`src/rtl/puls_sync_arb.sv`:
```
// Round-robin arbiter sharing one pulse handshake synchronizer among NUM_REQ sources.
// Optional handshake timeout enabled by defining PSA_TIMEOUT_EN.
module puls_sync_arb #(
  parameter int NUM_REQ = 4,
  parameter int ID_W    = 2,
  parameter int TO_CYC  = 255,
  parameter int TO_W    = 8
) (
  input  logic               i_clk,
  input  logic               rst_n,
  input  logic [NUM_REQ-1:0] i_req_puls,
  output logic [NUM_REQ-1:0] o_req_busy,
  input  logic               i_sync_ready,
  output logic               o_sync_puls,
  output logic [ID_W-1:0]    o_sync_id,
  output logic [NUM_REQ-1:0] o_done,
  output logic [NUM_REQ-1:0] o_ovf,
  output logic               o_to_err
);

  typedef enum logic [1:0] {
    IDLE,
    WAIT_LOW,
    WAIT_HIGH
  } state_t;

  if ((1 << ID_W) < NUM_REQ) begin : g_bad_id_w
    $error("ID_W too narrow for NUM_REQ");
  end
  if ((1 << TO_W) <= TO_CYC) begin : g_bad_to_w
    $error("TO_W too narrow for TO_CYC");
  end

  state_t             r_state;
  state_t             w_state_n;
  logic [NUM_REQ-1:0] r_pend;
  logic [NUM_REQ-1:0] w_pend_n;
  logic [NUM_REQ-1:0] r_done;
  logic [NUM_REQ-1:0] w_done_n;
  logic [NUM_REQ-1:0] r_ovf;
  logic [NUM_REQ-1:0] w_ovf_n;
  logic [ID_W-1:0]    r_ptr;
  logic [ID_W-1:0]    w_ptr_n;
  logic [ID_W-1:0]    r_sync_id;
  logic [ID_W-1:0]    w_id_n;
  logic [ID_W-1:0]    w_win;
  logic [ID_W-1:0]    w_idx;
  logic               w_any;
  logic               r_sync_puls;
  logic               w_puls_n;

  // First pending bit at or after ptr+1, wrapping modulo NUM_REQ
  always_comb begin
    w_win = '0;
    w_any = 1'b0;
    w_idx = '0;
    for (int k = 0; k < NUM_REQ; k++) begin
      w_idx = ID_W'((int'(r_ptr) + 1 + k) % NUM_REQ);
      if (!w_any && r_pend[w_idx]) begin
        w_any = 1'b1;
        w_win = w_idx;
      end
    end
  end

`ifdef PSA_TIMEOUT_EN
  logic [TO_W-1:0] r_to_cnt;
  logic [TO_W-1:0] w_cnt_n;
  logic            r_to_err;
  logic            w_to_n;
`endif

  always_comb begin
    w_state_n = r_state;
    w_pend_n  = r_pend;
    w_done_n  = '0;
    w_ovf_n   = '0;
    w_puls_n  = 1'b0;
    w_id_n    = r_sync_id;
    w_ptr_n   = r_ptr;
`ifdef PSA_TIMEOUT_EN
    w_cnt_n   = '0;
    w_to_n    = 1'b0;
`endif
    unique case (r_state)
      IDLE: begin
        if (w_any && i_sync_ready) begin
          w_puls_n        = 1'b1;
          w_id_n          = w_win;
          w_ptr_n         = w_win;
          w_pend_n[w_win] = 1'b0;
          w_state_n       = WAIT_LOW;
        end
      end
      WAIT_LOW: begin
        if (!i_sync_ready) w_state_n = WAIT_HIGH;
      end
      WAIT_HIGH: begin
        if (i_sync_ready) begin
          w_done_n[r_sync_id] = 1'b1;
          w_state_n           = IDLE;
        end
      end
      default: w_state_n = IDLE;
    endcase
`ifdef PSA_TIMEOUT_EN
    if (r_state != IDLE) begin
      if (r_to_cnt == TO_W'(TO_CYC)) begin
        w_to_n    = 1'b1;
        w_done_n  = '0;
        w_state_n = IDLE;
      end else if (w_state_n == r_state) begin
        w_cnt_n = r_to_cnt + 1'b1;
      end
    end
`endif
    // A grant-cycle request re-queues cleanly: winner bit is already cleared
    w_ovf_n  = i_req_puls & w_pend_n;
    w_pend_n = w_pend_n | i_req_puls;
  end

  always_ff @(posedge i_clk or negedge rst_n) begin
    if (!rst_n) begin
      r_state     <= IDLE;
      r_pend      <= '0;
      r_done      <= '0;
      r_ovf       <= '0;
      r_ptr       <= ID_W'(NUM_REQ - 1);
      r_sync_id   <= '0;
      r_sync_puls <= 1'b0;
    end else begin
      r_state     <= w_state_n;
      r_pend      <= w_pend_n;
      r_done      <= w_done_n;
      r_ovf       <= w_ovf_n;
      r_ptr       <= w_ptr_n;
      r_sync_id   <= w_id_n;
      r_sync_puls <= w_puls_n;
    end
  end

`ifdef PSA_TIMEOUT_EN
  always_ff @(posedge i_clk or negedge rst_n) begin
    if (!rst_n) begin
      r_to_cnt <= '0;
      r_to_err <= 1'b0;
    end else begin
      r_to_cnt <= w_cnt_n;
      r_to_err <= w_to_n;
    end
  end
  assign o_to_err = r_to_err;
`else
  assign o_to_err = 1'b0;
`endif

  assign o_req_busy  = r_pend;
  assign o_sync_puls = r_sync_puls;
  assign o_sync_id   = r_sync_id;
  assign o_done      = r_done;
  assign o_ovf       = r_ovf;

endmodule
```
`config.mk`:
```
export PLATFORM = sky130hd
export DESIGN_NAME = puls_sync_arb
export DESIGN_NICKNAME = d
export VERILOG_FILES = /design/src/rtl/puls_sync_arb.sv
export SDC_FILE = /design/constraint.sdc
export NUM_CORES = 1
export LEC_CHECK = 0
export ABC_AREA = 1
export CAP_MARGIN = 25
export CORE_MARGIN = 1.5
export CORE_UTILIZATION = 60
export CTS_CLUSTER_DIAMETER = 120
export DETAILED_ROUTE_END_ITERATION = 8
export DONT_BUFFER_PORTS = 1
export PLACE_DENSITY = 0.86
export SYNTH_ARGS = -nofsm -noshare
export SYNTH_HDL_FRONTEND = slang
export SYNTH_SLANG_ARGS = --single-unit
```
`constraint.sdc`:
```
create_clock -name i_clk -period 2.1 [get_ports i_clk]
set_input_delay 0.105 -clock i_clk [delete_from_list [all_inputs] [get_ports i_clk]]
set_output_delay 0.105 -clock i_clk [all_outputs]
set_load 0.005 [all_outputs]
```
# Yosys cells after proc, flatten, opt, wreduce, memory -nomap -nowiden
# Cells that the tools add are included.
[classes]
add_sub_neg = 4
mul = 0
div_mod_pow = 0
magnitude_cmp = 8
n_eq_ne = 5
n_shift = 0
n_mux = 30
bitwise = 4
reduce_logical = 12
[op_table]
columns = ["operator", "n"]
rows = [
  ["$lt 2x3->1 const B", 6],
  ["$mux 4", 4],
  ["$mux 2", 7],
  ["$mux 1", 12],
  ["$and 4x4->4", 2],
  ["$bmux 1 s2", 4],
  ["$add 2x2->2 const B", 3],
  ["$logic_and 1x1->1", 6],
  ["$ne 2x2->1 const B", 3],
  ["$pmux 2 s3", 1],
  ["$demux 1 s2", 2],
  ["$ge 2x1->1 const B", 2],
  ["$not 4->4", 1],
  ["$or 4x4->4", 1],
  ["$logic_not 1->1", 3],
  ["$reduce_and 3->1", 1],
  ["$add 2x1->2 const B", 1],
  ["$eq 2x1->1 const B", 1],
  ["$eq 2x2->1 const B", 1],
  ["$logic_not 2->1", 1],
  ["$reduce_and 2->1", 1],
]
[word_totals]
regBits = 19
latchBits = 0
ram_bits = 0
mem_bits_ro = 0
input_bits = 7
out_inout_bits = 16
wordCells = 70
n_memories = 0

# Depth between registers and ports, before layout
[depth]
ltp_word = 22
mapped_depth = 15
ltp_nobuf = 13

# Least setup slack after synthesis
# OpenSTA, ideal clock, no wires.
[synth_path]
path_kind = "register to register"
start = "register r_ptr[0]"
end = "register r_pend[2] (netlist: o_req_busy[2])"
setup_time_ps = 122
t_arrival_ps = 1575
t_required_ps = 1978
path_slack_ps = 404
stages_incl_launch_ff = 14
path_buffers = 2
period_less_slack_ps = 1696
cell_sequence = "dfstp_2 > buf_6 > inv_4 > buf_6 > nand2_4 > nand2_4 > nand2_4 > nand2_4 > nor2_8 > nand3_1 > nand3_1 > nand2_2 > o21bai_2 > nand2_1"
[synth_via]
elab_chain_cells = 22
word_cells_on_any_way = 37
cone_classes = "add/sub: 4; order compare: 2; mux: 20; bitwise: 3; reduce/logical: 8"
[synth_rtl]
columns = ["item", "line", "rtl"]
rows = [
  ["start, declared", "42", "logic [ID_W-1:0] r_ptr;"],
  ["start signal, assigned", "128", "r_ptr <= ID_W'(NUM_REQ - 1);"],
  ["start signal, assigned", "136", "r_ptr <= w_ptr_n;"],
  ["$add 2x1->2 (*)", "58", "w_idx = ID_W'((int'(r_ptr) + 1 + k) % NUM_REQ);"],
  ["parallel branches: the longest is 18 deep, another holds $lt 2x3->1", "--", ""],
  ["$mux 4 (*)", "87", "if (w_any && i_sync_ready) begin"],
  ["$mux 4 (*)", "85", "unique case (r_state)"],
  ["$or 4x4->4 (*)", "119", "w_pend_n = w_pend_n | i_req_puls;"],
  ["named net w_pend_n[2]", "37", "logic [NUM_REQ-1:0] w_pend_n;"],
  ["end signal, assigned", "133", "r_pend <= w_pend_n;"],
  ["end, declared", "36", "logic [NUM_REQ-1:0] r_pend;"],
]
# Mark *: on every way through the listed nets, which the timed path passes. The select of a mux whose other input is x is not followed.
# A chain may end at the register's enable or synchronous reset.

# Final worst setup path
# Ends and elaborated chain as after synthesis.

==> metrics.csv <==
stage,metric,value,unit
timing,Tcrit/Tclk final,89.9,%
flow_run,max_cap viols,0,
placement,pre-CTS WS,0.240,ns
synthesis,simple-gate share of the synthesized area,39.0,%
timing,# setup viols final,0,
synthesis,post-synthesis cell area,1050,µm²
placement,DP HPWL,1.49,mm
cells_and_area,layout cells sized above 1,19.1,%
setup_path,crit path kind,flop to flop,
global_routing,first-pass GRT wire length,3.40,mm
placement,IO buf count,0,
clocking,Clock transition at path regs,0.11,ns
synthesis,Yosys cell types,25,
synthesis,Synth Area per Inst,8.13,µm²
clocking,clock sinks,19,
timing,RSZ-0062 raised after global routing,no,
placement,Final GP Congestion,0.897,
floorplan,Starting Density,66.5,%
timing,final clock skew,0.00230,ns
clocking,Worst-Skew Late Latency,0.30,ns
timing,measured slew at the worst slew-check pin,0.781,ns
global_routing,vias in the first global route,814,
clocking,post-cts sizing count,0,
timing,Max-Slew Margin vs Limit,47.7,%
cells_and_area,"non-filler cells, final",152,
timing,PnR worst setup slack,0.211,ns
synthesis,XOR/XNOR share of the synthesized area,0,%
synthesis,largest cells by area after synthesis,"dfrtp_1 41%, nand2_1 15%, nand2_4 5.4%, nand3_1 5.3%, dfstp_2 5.0%",
cells_and_area,diode count,0,
synthesis,Post-Syn Nets,136,
cells_and_area,most frequent cells in the layout,"41 x nand2_1, 17 x dfrtp_1, 14 x inv_1",
detailed_routing,drt drc,0,
detailed_routing,Routed WL per cell,13.2,µm
setup_path,CP Data Required Time,2.30,ns
power_and_ir_drop,"Power, Total",1840,µW
cells_and_area,Final nets,144,
floorplan,Site Rows,14,
outcome,outcome,finished clean,
setup_path,Crit Path Max Fanout,13,
clocking,CTS Buf Count,3,
global_routing,global route overflow,0,
synthesis,Synth Warn #,0,
synthesis,Synth top area share,40.6,%
setup_path,Worst Reg-to-Reg Cells,11,
min_path,WHS Path Cells,2,
clocking,H-tree depth,1,
power_and_ir_drop,Pleak,0.000609,µW
synthesis,Synth area leader,dfrtp_1,
global_routing,GR Util All Layers,24.0,%
min_path,Hold WC Path Type,primary input to flop,
placement,Inst Count DP,142,
synthesis,mux contribution to synthesized area,0,%
detailed_routing,DRT antenna net count,0,
synthesis,largest family of logic cells by synthesized area,simple AND/OR/NAND/NOR gates,
cells_and_area,"most common cell after layout, fill and taps aside",nand2_1,
timing,Setup TNS,0,ns
synthesis,compound-gate portion of the synthesized area,5.25,%
setup_path,"Arr. time, crit path",2.08,ns
detailed_routing,first-pass iteration count of the detailed router,4,
synthesis,synthesized flop and latch total,19,
power_and_ir_drop,pwr dens,1630,nW/µm²
clocking,CTS Buffer Depth,2,
power_and_ir_drop,Worst VDD drop,0.000918,V
cells_and_area,fill count,120,
timing,FMAX,0.529,GHz
global_routing,largest net degree at the start of global routing,20,
detailed_routing,Via-to-Cell Ratio,5.67,
timing,final-report hold violation count,0,
clocking,TritonCTS clock tree,done,
floorplan,I/O pin cnt,23,
detailed_routing,vias,862,
detailed_routing,DRT Wirelength,2.01,mm
floorplan,core area,1580,µm²
synthesis,"Seq/Total Area, Yosys",45.6,%
timing,Final Critical Period,1.89,ns
floorplan,DIE HEIGHT,44.8,µm
clocking,Root Driver,clkbuf_4,
global_routing,initial antenna violation count,0,
cells_and_area,Layout area overhead,7.64,%
synthesis,adder-cell share of the synthesized area,0,%
setup_path,CP endpoint kind,flop,
timing,Final Max Slew Viols,0,
detailed_routing,DR iter-0 viols,30,
clocking,setup bufs post-CTS,0,
floorplan,die area,2010,µm²
floorplan,die width,44.8,µm
synthesis,post-synthesis cell count,129,
setup_path,Worst setup SP type,flop,
[final timing paths]
check | from | end | slack [ns]
worst max-delay path | r_ptr[0] | o_req_busy[2] | 0.21
min in group asynchronous | rst_n | o_req_busy[3] | 0.31
worst min-delay path | i_sync_ready | o_done[0] | 0.05
worst min register to register | o_sync_id[0] | o_done[0] | 0.52
max in group asynchronous | rst_n | o_req_busy[2] | 1.30
worst max register to register | r_ptr[0] | o_req_busy[2] | 0.21
[worst max-delay path, stage by stage, from the launching register on]
cell	delay, ns
dfstp_2	0.65
inv_4	0.11
nand2_1	0.11
nand2_2	0.11
nand2_1	0.10
o21ai_2	0.08
nand3b_1	0.14
nand2_2	0.09
inv_4	0.12
nand2_2	0.09
o21bai_2	0.13
nand2_1	0.07
[synth_stat cells]
master,count
inv_4,2
buf_6,2
o21bai_2,1
nor4_1,4
nor2_1,6
or2_2,1
nand3_1,11
nand2_2,5
nand2_4,5
o21ai_1,4
o21ai_0,2
nand3_2,2
nand3b_1,1
inv_1,14
nor3_1,1
buf_4,1
a21oi_1,1
dfstp_2,2
dfrtp_1,17
o21ai_2,1
inv_2,2
nand2_1,41
conb_1,1
nand4_1,1
nor2_8,1
[layout make-up]
class / instances / area [µm²] / area share, %
well taps: 16 / 20.0 / 1.77
repair buffers: 6 / 60.1 / 5.32
clock inverters: 1 / 7.51 / 0.665
flip-flops and latches: 19 / 478 / 42.4
multi-input cells: 89 / 468 / 41.5
clock buffers: 3 / 22.5 / 2.00
inverters: 18 / 72.6 / 6.43
[kinds of logic (layout without fill, tap and decap cells)]
group | after synthesis | count (layout)
other cells | 1 | 1
flops | 19 | 19
buf+inv | 21 | 28
simple gates | 79 | 79
compound gates | 9 | 9
[power by group]
group | switching, µW | total, µW | internal (µW)
sequential | 139 | 644 | 505
clock | 117 | 189 | 72.6
combinational | 682 | 1010 | 326
[per-stage QoR]
stage               utilization [%]  hold WS [ns]  area, µm²
detailed placement             65.9        -0.190       1040
global placement               65.9        -0.190       1040
global route                   71.6        0.0686       1130
floorplan                         -        -0.191       1050
finish                         71.6        0.0472       1130
CTS                            71.6        0.0271       1130
[state kept, by name, indices dropped and copies added, names as in the netlist]
register / cells
o_done: 4
r_state: 2
r_ptr: 2
o_sync_puls: 1
o_sync_id: 2
o_req_busy: 4
o_ovf: 4
[per-layer routing]
layer  vias to the layer above  global-route usage [%]  part of all wire [%]
met4                         0                    10.6                   1.9
met3                         6                    6.00                   9.6
li1                        419                       -                     -
met2                        44                    39.4                    48
met1                       393                    29.9                    41
met5                         -                       0                     0
[timing repair]
item                       in CTS  in global routing
hold buffers                    6                  0
setup endpoints to repair       0                  0
hold endpoints to repair       28                  0
Power figures use the tool's default switching activity.
